### config.mk
export PLATFORM = sky130hd
export DESIGN_NAME = othello_task_dispatcher
export DESIGN_NICKNAME = d
export VERILOG_FILES = /design/src/rtl/othello_task_dispatcher.sv
export SDC_FILE = /design/constraint.sdc
export NUM_CORES = 2
export LEC_CHECK = 0
export ABC_AREA = 1
export CAP_MARGIN = 20
export CORE_UTILIZATION = 40
export CTS_BUF_LIST = sky130_fd_sc_hd__clkbuf_16
export CTS_CLUSTER_SIZE = 16
export DETAILED_ROUTE_END_ITERATION = 10
export PLACE_DENSITY = 0.56
export SLEW_MARGIN = 20
export SYNTH_ARGS = -nofsm -noshare
export SYNTH_HDL_FRONTEND = slang
export SYNTH_SLANG_ARGS = --single-unit
### constraint.sdc
create_clock -name iCLOCK -period 11.9 [get_ports iCLOCK]
set_clock_uncertainty 0.05 [all_clocks]
set_input_delay 2.38 -clock iCLOCK [delete_from_list [all_inputs] [get_ports iCLOCK]]
set_output_delay 2.38 -clock iCLOCK [all_outputs]
set_load 0.03 [all_outputs]
### src/rtl/othello_task_dispatcher.sv
// Task dispatcher for the Othello solver pipeline: queues host tasks, fills the pipeline slots
// after start, then refills one slot per solved result. Macro DISPATCH_STATS_EN builds the stat counters.
module othello_task_dispatcher #(
  parameter int FIFO_DEPTH = 16,
  parameter int FILL_SLOTS = 9
) (
  input  logic               iCLOCK,
  input  logic               iRESET,
  input  logic               start,
  input  logic               task_valid,
  output logic               task_ready,
  input  logic [63:0]        task_player,
  input  logic [63:0]        task_opponent,
  input  logic [15:0]        task_id,
  output logic               pl_enable,
  output logic               pl_valid,
  output logic [63:0]        pl_player,
  output logic [63:0]        pl_opponent,
  output logic [15:0]        pl_taskid,
  input  logic               pl_solved,
  input  logic [15:0]        pl_res_taskid,
  input  logic signed [7:0]  pl_res,
  output logic               res_valid,
  output logic [15:0]        res_taskid,
  output logic signed [7:0]  res_value,
  output logic [3:0]         inflight,
  output logic               all_done,
  output logic [31:0]        stat_solved,
  output logic [31:0]        stat_idle_issues,
  output logic [1:0]         fsm_state
);
  localparam int AW = $clog2(FIFO_DEPTH);
  localparam int FW = $clog2(FILL_SLOTS + 1);
  localparam logic [15:0] IDLE_ID = 16'hffff;

  typedef enum logic [1:0] {S_IDLE = 2'd0, S_FILL = 2'd1, S_RUN = 2'd2} state_t;

  typedef struct packed {
    logic [63:0] player;
    logic [63:0] opponent;
    logic [15:0] id;
  } task_t;

  task_t         mem [FIFO_DEPTH];
  logic [AW-1:0] wr_ptr, rd_ptr;
  logic [AW:0]   count;
  state_t        state;
  logic [FW-1:0] fill_cnt;

  logic          push, pop, issue, empty, retire, real_issue, dec;
  logic [AW:0]   count_next;
  logic [3:0]    inflight_next;
  state_t        state_next;
  task_t         head;

  assign fsm_state = state;

  // Task handshake: a task transfers on every cycle where task_valid and task_ready are both high;
  // task_ready comes straight from a register and depends only on FIFO occupancy.
  always_comb begin
    empty      = (count == '0);
    head       = mem[rd_ptr];
    push       = task_valid && task_ready;
    issue      = 1'b0;
    state_next = state;
    case (state)
      S_IDLE: begin
        if (start) begin
          issue      = 1'b1;
          state_next = (FILL_SLOTS == 1) ? S_RUN : S_FILL;
        end
      end
      S_FILL: begin
        issue = 1'b1;
        if (fill_cnt == FW'(FILL_SLOTS - 1)) state_next = S_RUN;
      end
      S_RUN:   issue = pl_solved;
      default: state_next = S_IDLE;
    endcase
    pop        = issue && !empty;
    real_issue = pop && (head.id != IDLE_ID);
    // Results only count once a run has started; stale ones after reset are dropped.
    retire     = (state != S_IDLE) && pl_solved && (pl_res_taskid != IDLE_ID);
    dec        = retire && (inflight != 4'd0);
    count_next = count + (AW+1)'(push) - (AW+1)'(pop);
    inflight_next = inflight;
    if (real_issue && !dec) begin
      if (inflight != 4'(FILL_SLOTS)) inflight_next = inflight + 4'd1;
    end else if (!real_issue && dec) begin
      inflight_next = inflight - 4'd1;
    end
  end

  always_ff @(posedge iCLOCK) begin
    if (push) mem[wr_ptr] <= '{player: task_player, opponent: task_opponent, id: task_id};
  end

  always_ff @(posedge iCLOCK) begin
    if (iRESET) begin
      state       <= S_IDLE;
      wr_ptr      <= '0;
      rd_ptr      <= '0;
      count       <= '0;
      fill_cnt    <= '0;
      inflight    <= 4'd0;
      task_ready  <= 1'b1;
      pl_enable   <= 1'b0;
      pl_valid    <= 1'b0;
      pl_player   <= '1;
      pl_opponent <= '0;
      pl_taskid   <= IDLE_ID;
      res_valid   <= 1'b0;
      res_taskid  <= IDLE_ID;
      res_value   <= '0;
      all_done    <= 1'b0;
    end else begin
      state      <= state_next;
      count      <= count_next;
      inflight   <= inflight_next;
      task_ready <= (count_next != (AW+1)'(FIFO_DEPTH));
      all_done   <= (state_next == S_RUN) && (count_next == '0) && (inflight_next == 4'd0);
      if (push) wr_ptr <= wr_ptr + 1'b1;
      if (pop)  rd_ptr <= rd_ptr + 1'b1;
      // fill_cnt holds the number of fill issues already made, including the one on start.
      if (state == S_IDLE && start) fill_cnt <= FW'(1);
      else if (state == S_FILL)     fill_cnt <= fill_cnt + 1'b1;
      if (issue) begin
        pl_enable <= 1'b1;
        pl_valid  <= 1'b1;
        if (pop) begin
          pl_player   <= head.player;
          pl_opponent <= head.opponent;
          pl_taskid   <= head.id;
        end else begin
          pl_player   <= '1;
          pl_opponent <= '0;
          pl_taskid   <= IDLE_ID;
        end
      end
      res_valid <= retire;
      if (retire) begin
        res_taskid <= pl_res_taskid;
        res_value  <= pl_res;
      end
    end
  end

`ifdef DISPATCH_STATS_EN
  always_ff @(posedge iCLOCK) begin
    if (iRESET) begin
      stat_solved      <= '0;
      stat_idle_issues <= '0;
    end else begin
      if (retire)          stat_solved      <= stat_solved + 32'd1;
      if (issue && empty)  stat_idle_issues <= stat_idle_issues + 32'd1;
    end
  end
`else
  assign stat_solved      = '0;
  assign stat_idle_issues = '0;
`endif

endmodule
Word level (Yosys, flattened, before mapping)
Memories as Yosys holds them, arrays and structs flattened. A register that Yosys moved wholly into a read port is not among the register bits.
Index checks and enable logic that the tools add are counted.
- add/subtract/negate cells: 7
- equality and inequality tests: 8
- muxes and demuxes: 17
- reductions and logical operators: 22
- operator list (cell ; number):
    $mux 64 ; 2
    $ne 16x16->1 const B ; 2
    $mux 4 ; 5
    $add 4x1->4 const B ; 4
    $mux 16 ; 1
    $logic_and 1x1->1 ; 11
    $logic_not 5->1 ; 2
    $pmux 2 s3 ; 1
    $add 5x1->5 ; 1
    $mux 1 ; 5
    $ne 5x5->1 const B ; 1
    $sub 5x1->5 ; 1
    $eq 2x2->1 const B ; 2
    $eq 4x4->1 const B ; 1
    $logic_not 4->1 ; 1
    $mux 2 ; 2
    $ne 4x4->1 const B ; 1
    $reduce_bool 2->1 ; 2
    $reduce_bool 4->1 ; 1
    $sub 4x1->4 const B ; 1
    $logic_not 1->1 ; 3
    $pmux 1 s3 ; 1
    $eq 2x1->1 const B ; 1
    $logic_not 2->1 ; 1
    $reduce_or 2->1 ; 1
- flip-flop bits (word level): 195
- RAM bits: 2304
- input bits: 173
- output and inout bits: 243
- logic and storage cells: 71
- memories: 1
- memory list (memory ; words ; bits a word ; read ports ; clocked after memory_dff ; wr ports ; line ; source):
    mem ; 16 ; 144 ; 1 ; 1 ; 1 ; 44 ; task_t mem [FIFO_DEPTH];

Longest topological paths before layout
- depth after elaboration: 10
- mapped depth: 24
- depth with buffers taken out: 21

Least setup slack after synthesis
Ideal clock, no wire load.
- path type: input-to-reg
- from: input port task_valid
- to: memory mem[11][0] (netlist bit), enable pin
- setup time: 649 ps
- arrival time: 8736 ps
- required time: 11201 ps
- path slack: 2465 ps
- cell stages on the path: 4
- buffers on the path: 0
- path through: nand2_1 > inv_1 > nand3_1 > nor2_1
- word-level cells in the longest chain between the ends: 3
- ends and longest elaborated chain (item ; line ; source):
    start: declaration ; 10 ; input logic task_valid,
    $logic_and 1x1->1 ; 63 ; push = task_valid && task_ready;
    $mux 1 ; 95 ; if (push) mem[wr_ptr] <= '{player: task_player, opponent: task_opponent, id: task_id};
    $mux 1 (implied by the code) ; 95 ;
    end: declaration ; 44 ;
No other way between the ends.

Worst setup path after layout
- from: input port task_valid
- to: memory mem[2][37] (netlist bit), enable pin
Same word-level chain as after synthesis.

==> impl_metrics.env <==
export IMPL_async_reset_ff_frac=0
export IMPL_crit_path_kind="primary input to flop"
export IMPL_detail_route_first_pass_iterations=6
export IMPL_critical_path_slowest_cell="sky130_fd_sc_hd__buf_4"
export IMPL_power_density_mw_per_mm2=214
export IMPL_synth_cell_types=44
export IMPL_hold_path_class="flop to flop"
export IMPL_cts_tree="yes"
export IMPL_ff2ff_setup_slack_ns=6.68
export IMPL_ys_ff_latch=2503
export IMPL_report_final_setup_viol=0
export IMPL_critical_path_top_delay_family="buffers and inverters"
export IMPL_worst_setup_slack_after_layout_ns=6.35
export IMPL_floorplan_rows=180
export IMPL_critical_path_buf_inv_count=4
export IMPL_via_count=61900
export IMPL_cp_slowest_stage_delay_ns=0.85
export IMPL_routed_wire_length_per_instance_um=25.6
export IMPL_startpoint_type="primary input"
export IMPL_grt_setup_unrepaired="false"
export IMPL_run_status="finished clean"
export IMPL_cts_max_path_buffers=4
export IMPL_edff_count_synth=2304
export IMPL_cts_num_sinks=2503
export IMPL_gr_total_overflow=0
export IMPL_placement_io_buffers=351
export IMPL_die_width_um=494
export IMPL_max_freq_mhz=180
export IMPL_ctsResizeCount=0
export IMPL_period_needed_ns=5.55
export IMPL_finalHoldViolCount=0
export IMPL_fillers=21300
export IMPL_drc=0
export IMPL_viasPerCell=5.65
export IMPL_hpwlAfterDp_mm=140
export IMPL_synth_main_ff_cell="sky130_fd_sc_hd__edfxtp_1"
export IMPL_maxSlewViolCount=0
export IMPL_floorplan_die_height_um=494
export IMPL_holdBufCountCts=0
export IMPL_cp_data_required_time_ns=12.37
export IMPL_maxCapViolCount=0
export IMPL_grt_pass1_vias=60100
export IMPL_cts_buffers=284
export IMPL_globalRouteTotalUtil=0.226
export IMPL_area_of_the_mapped_netlist_mm2=0.0968
export IMPL_design_die_area_mm2=0.244
export IMPL_cts_repair_timing_setup_buffer_count=0
export IMPL_htreeDepth=5
export IMPL_sequential_fraction_of_the_synthesis_area=0.756
export IMPL_i_o_pin_total=416
export IMPL_grt_antenna_before_repair=39
export IMPL_finish_utilization=0.464
export IMPL_design_core_area_mm2=0.241
export IMPL_worst_path_max_fanout=48
export IMPL_setup_total_negative_slack_ns=0
export IMPL_type_of_element_capturing_the_critical_path="flop"
export IMPL_cts_root_buf="sky130_fd_sc_hd__clkbuf_16"
export IMPL_layout_worst_path_cycle_share=0.466
export IMPL_max_slew_margin_vs_limit=0.259
export IMPL_worst_path_arrival_time_ns=6.02
export IMPL_tightestPinTransition_ns=1.11
export IMPL_drtAntennaViolNets=0
export IMPL_postSynthAreaPerCell_um2=13.2
export IMPL_final_layout_size_suffix_gt1_frac=0.0633
export IMPL_p_leak_nw=37.2
export IMPL_drt_first_iter_violations=6030
export IMPL_initial_utilization=0.403
export IMPL_synth_yosys_warnings=0
export IMPL_grt_pass1_wl_mm=410
export IMPL_clock_insertion_delay_worst_skew_ns=0.92
export IMPL_power_ir_vdd_worst_mv=0.141
export IMPL_layout_stage_area_growth_over_the_synthesis_result_pct=15.3
export IMPL_globalplace_congestion=0.749
export IMPL_dp_worst_setup_slack_ns=5.43
export IMPL_clk_pin_slew_ns=0.05
export IMPL_fin_nets=7740
export IMPL_gate_count_of_the_mapped_netlist=7345
export IMPL_worstPathCellList="clkdlybuf4s50_1, nand2_1, inv_1, nand2_1, nor2_4, buf_4, buf_4"
export IMPL_grt_start_max_net_pins=205
export IMPL_routed_wl_mm=280
worst paths after layout:
path | from | end | cells after the start
min | res_taskid[14] | res_taskid[14] | 2
max | task_valid | mem[2][37] | 7
max reg2reg | flop | pl_player[28] | 10
min reg2reg | res_taskid[14] | res_taskid[14] | 2
registers in the layout, indices dropped and copies added, names as in the netlist, named ones only:
register     cells
pl_opponent     64
inflight         4
mem           2304
pl_taskid       16
task_ready       1
all_done         1
count            5
res_valid        1
fsm_state        2
res_taskid      16
pl_valid         1
rd_ptr           4
fill_cnt         4
pl_player       64
res_value        8
wr_ptr           4
layout make-up:
| cell class | count | area [um^2] | share of cell area |
|---|---|---|---|
| antenna | 15 | 37.5 | 0.000336 |
| clock inverter | 195 | 1300 | 0.0117 |
| sequential | 2503 | 73200 | 0.656 |
| inverter | 107 | 437 | 0.00391 |
| tap | 3185 | 3990 | 0.0357 |
| clock buffer | 292 | 7310 | 0.0654 |
| multi-input combinational | 4200 | 20900 | 0.187 |
| timing repair buffer | 454 | 4470 | 0.0401 |
cells in the mapped netlist, types with 3 or more instances:
| cell type | instances | share of area |
|---|---|---|
| sky130_fd_sc_hd__a211o_1 | 5 | 0.00045 |
| sky130_fd_sc_hd__a21oi_1 | 403 | 0.021 |
| sky130_fd_sc_hd__a221o_1 | 7 | 0.00072 |
| sky130_fd_sc_hd__a221oi_1 | 116 | 0.010 |
| sky130_fd_sc_hd__a311o_1 | 17 | 0.0018 |
| sky130_fd_sc_hd__a311oi_1 | 4 | 0.00036 |
| sky130_fd_sc_hd__a31oi_1 | 7 | 0.00045 |
| sky130_fd_sc_hd__a32o_1 | 56 | 0.0058 |
| sky130_fd_sc_hd__buf_1 | 54 | 0.0021 |
| sky130_fd_sc_hd__buf_2 | 148 | 0.0076 |
| sky130_fd_sc_hd__buf_4 | 78 | 0.0060 |
| sky130_fd_sc_hd__clkbuf_1 | 318 | 0.012 |
| sky130_fd_sc_hd__clkinv_1 | 3 | 0.00012 |
| sky130_fd_sc_hd__dfxtp_1 | 199 | 0.041 |
| sky130_fd_sc_hd__edfxtp_1 | 2304 | 0.71 |
| sky130_fd_sc_hd__ha_1 | 16 | 0.0021 |
| sky130_fd_sc_hd__inv_1 | 102 | 0.0040 |
| sky130_fd_sc_hd__mux2i_1 | 6 | 0.00062 |
| sky130_fd_sc_hd__nand2_1 | 1208 | 0.047 |
| sky130_fd_sc_hd__nand2_2 | 3 | 0.00019 |
| sky130_fd_sc_hd__nand3_1 | 339 | 0.018 |
| sky130_fd_sc_hd__nand4_1 | 6 | 0.00039 |
| sky130_fd_sc_hd__nor2_1 | 717 | 0.028 |
| sky130_fd_sc_hd__nor3_1 | 3 | 0.00015 |
| sky130_fd_sc_hd__o211ai_1 | 74 | 0.0057 |
| sky130_fd_sc_hd__o21ai_0 | 739 | 0.038 |
| sky130_fd_sc_hd__o21ai_1 | 3 | 0.00015 |
| sky130_fd_sc_hd__o221ai_1 | 165 | 0.015 |
| sky130_fd_sc_hd__o22ai_1 | 193 | 0.012 |
| sky130_fd_sc_hd__o311ai_0 | 24 | 0.0022 |
| sky130_fd_sc_hd__o32ai_1 | 3 | 0.00027 |
| sky130_fd_sc_hd__or3_1 | 3 | 0.00019 |
| sky130_fd_sc_hd__xnor2_1 | 4 | 0.00036 |
| sky130_fd_sc_hd__xor2_1 | 4 | 0.00036 |
metal layers:
metal,track usage,share of wire,vias to the layer above
li1,-,-,27600
met1,0.318,0.44,31500
met2,0.362,0.47,2351
met3,0.0373,0.071,374
met4,0.0578,0.019,22
met5,0,0.00047,-
worst register-to-register path, stage by stage (launching register included):
cell and delay (ns):
sky130_fd_sc_hd__dfxtp_4 0.80, sky130_fd_sc_hd__buf_4 0.69, sky130_fd_sc_hd__buf_4 0.78, sky130_fd_sc_hd__buf_4 0.90, sky130_fd_sc_hd__buf_12 0.61, sky130_fd_sc_hd__o21ai_0 0.40
sky130_fd_sc_hd__o22ai_1 0.34, sky130_fd_sc_hd__nand2_1 0.09, sky130_fd_sc_hd__a21oi_1 0.28, sky130_fd_sc_hd__o32ai_1 0.12, sky130_fd_sc_hd__nand2_1 0.10
metrics by stage:
| step | instance area, um^2 | hold WS [ns] | std cells | power (W) |
|---|---|---|---|---|
| after floorplan | 97100 | 0.386 | 7408 | 0.0140 |
| after global placement | 103000 | 0.402 | 10400 | 0.0159 |
| after detailed placement | 103000 | 0.406 | 10400 | 0.0160 |
| after CTS | 112000 | 0.415 | 10900 | 0.0241 |
| after global routing | 112000 | 0.429 | 10900 | 0.0250 |
| final | 112000 | 0.419 | 11000 | 0.0239 |
cells in the final DEF (no fill, tap or decap), drive strengths merged, types with 64 or more instances in the layout:
master	n
conb	64
o211ai	74
inv	197
nand2	1211
clkdlybuf4s50	350
a221oi	116
dfxtp	199
nor2	718
buf	104
nand3	339
edfxtp	2304
a21oi	404
clkbuf	292
clkinv	82
o221ai	165
o22ai	193
o21ai	742
cells by family after synthesis:
group,Yosys count,synth area share
flip-flops,2503,0.756
AO/OA/AOI/OAI,1820,0.115
adder cells (fa/ha/maj),17,0.00227
other,1,0.0000387
XOR/XNOR,8,0.000723
buffers and inverters,705,0.0323
multiplexers,6,0.000620
AND/OR/NAND/NOR,2285,0.0934
where the power goes:
part / internal [W] / total, W / switching (W) / leakage, nW
registers: 0.0100 / 0.0104 / 0.000320 / 22.4
clock network: 0.00480 / 0.00817 / 0.00337 / 4.54
logic: 0.00164 / 0.00541 / 0.00378 / 10.2
(Power assumes the default switching activity.)
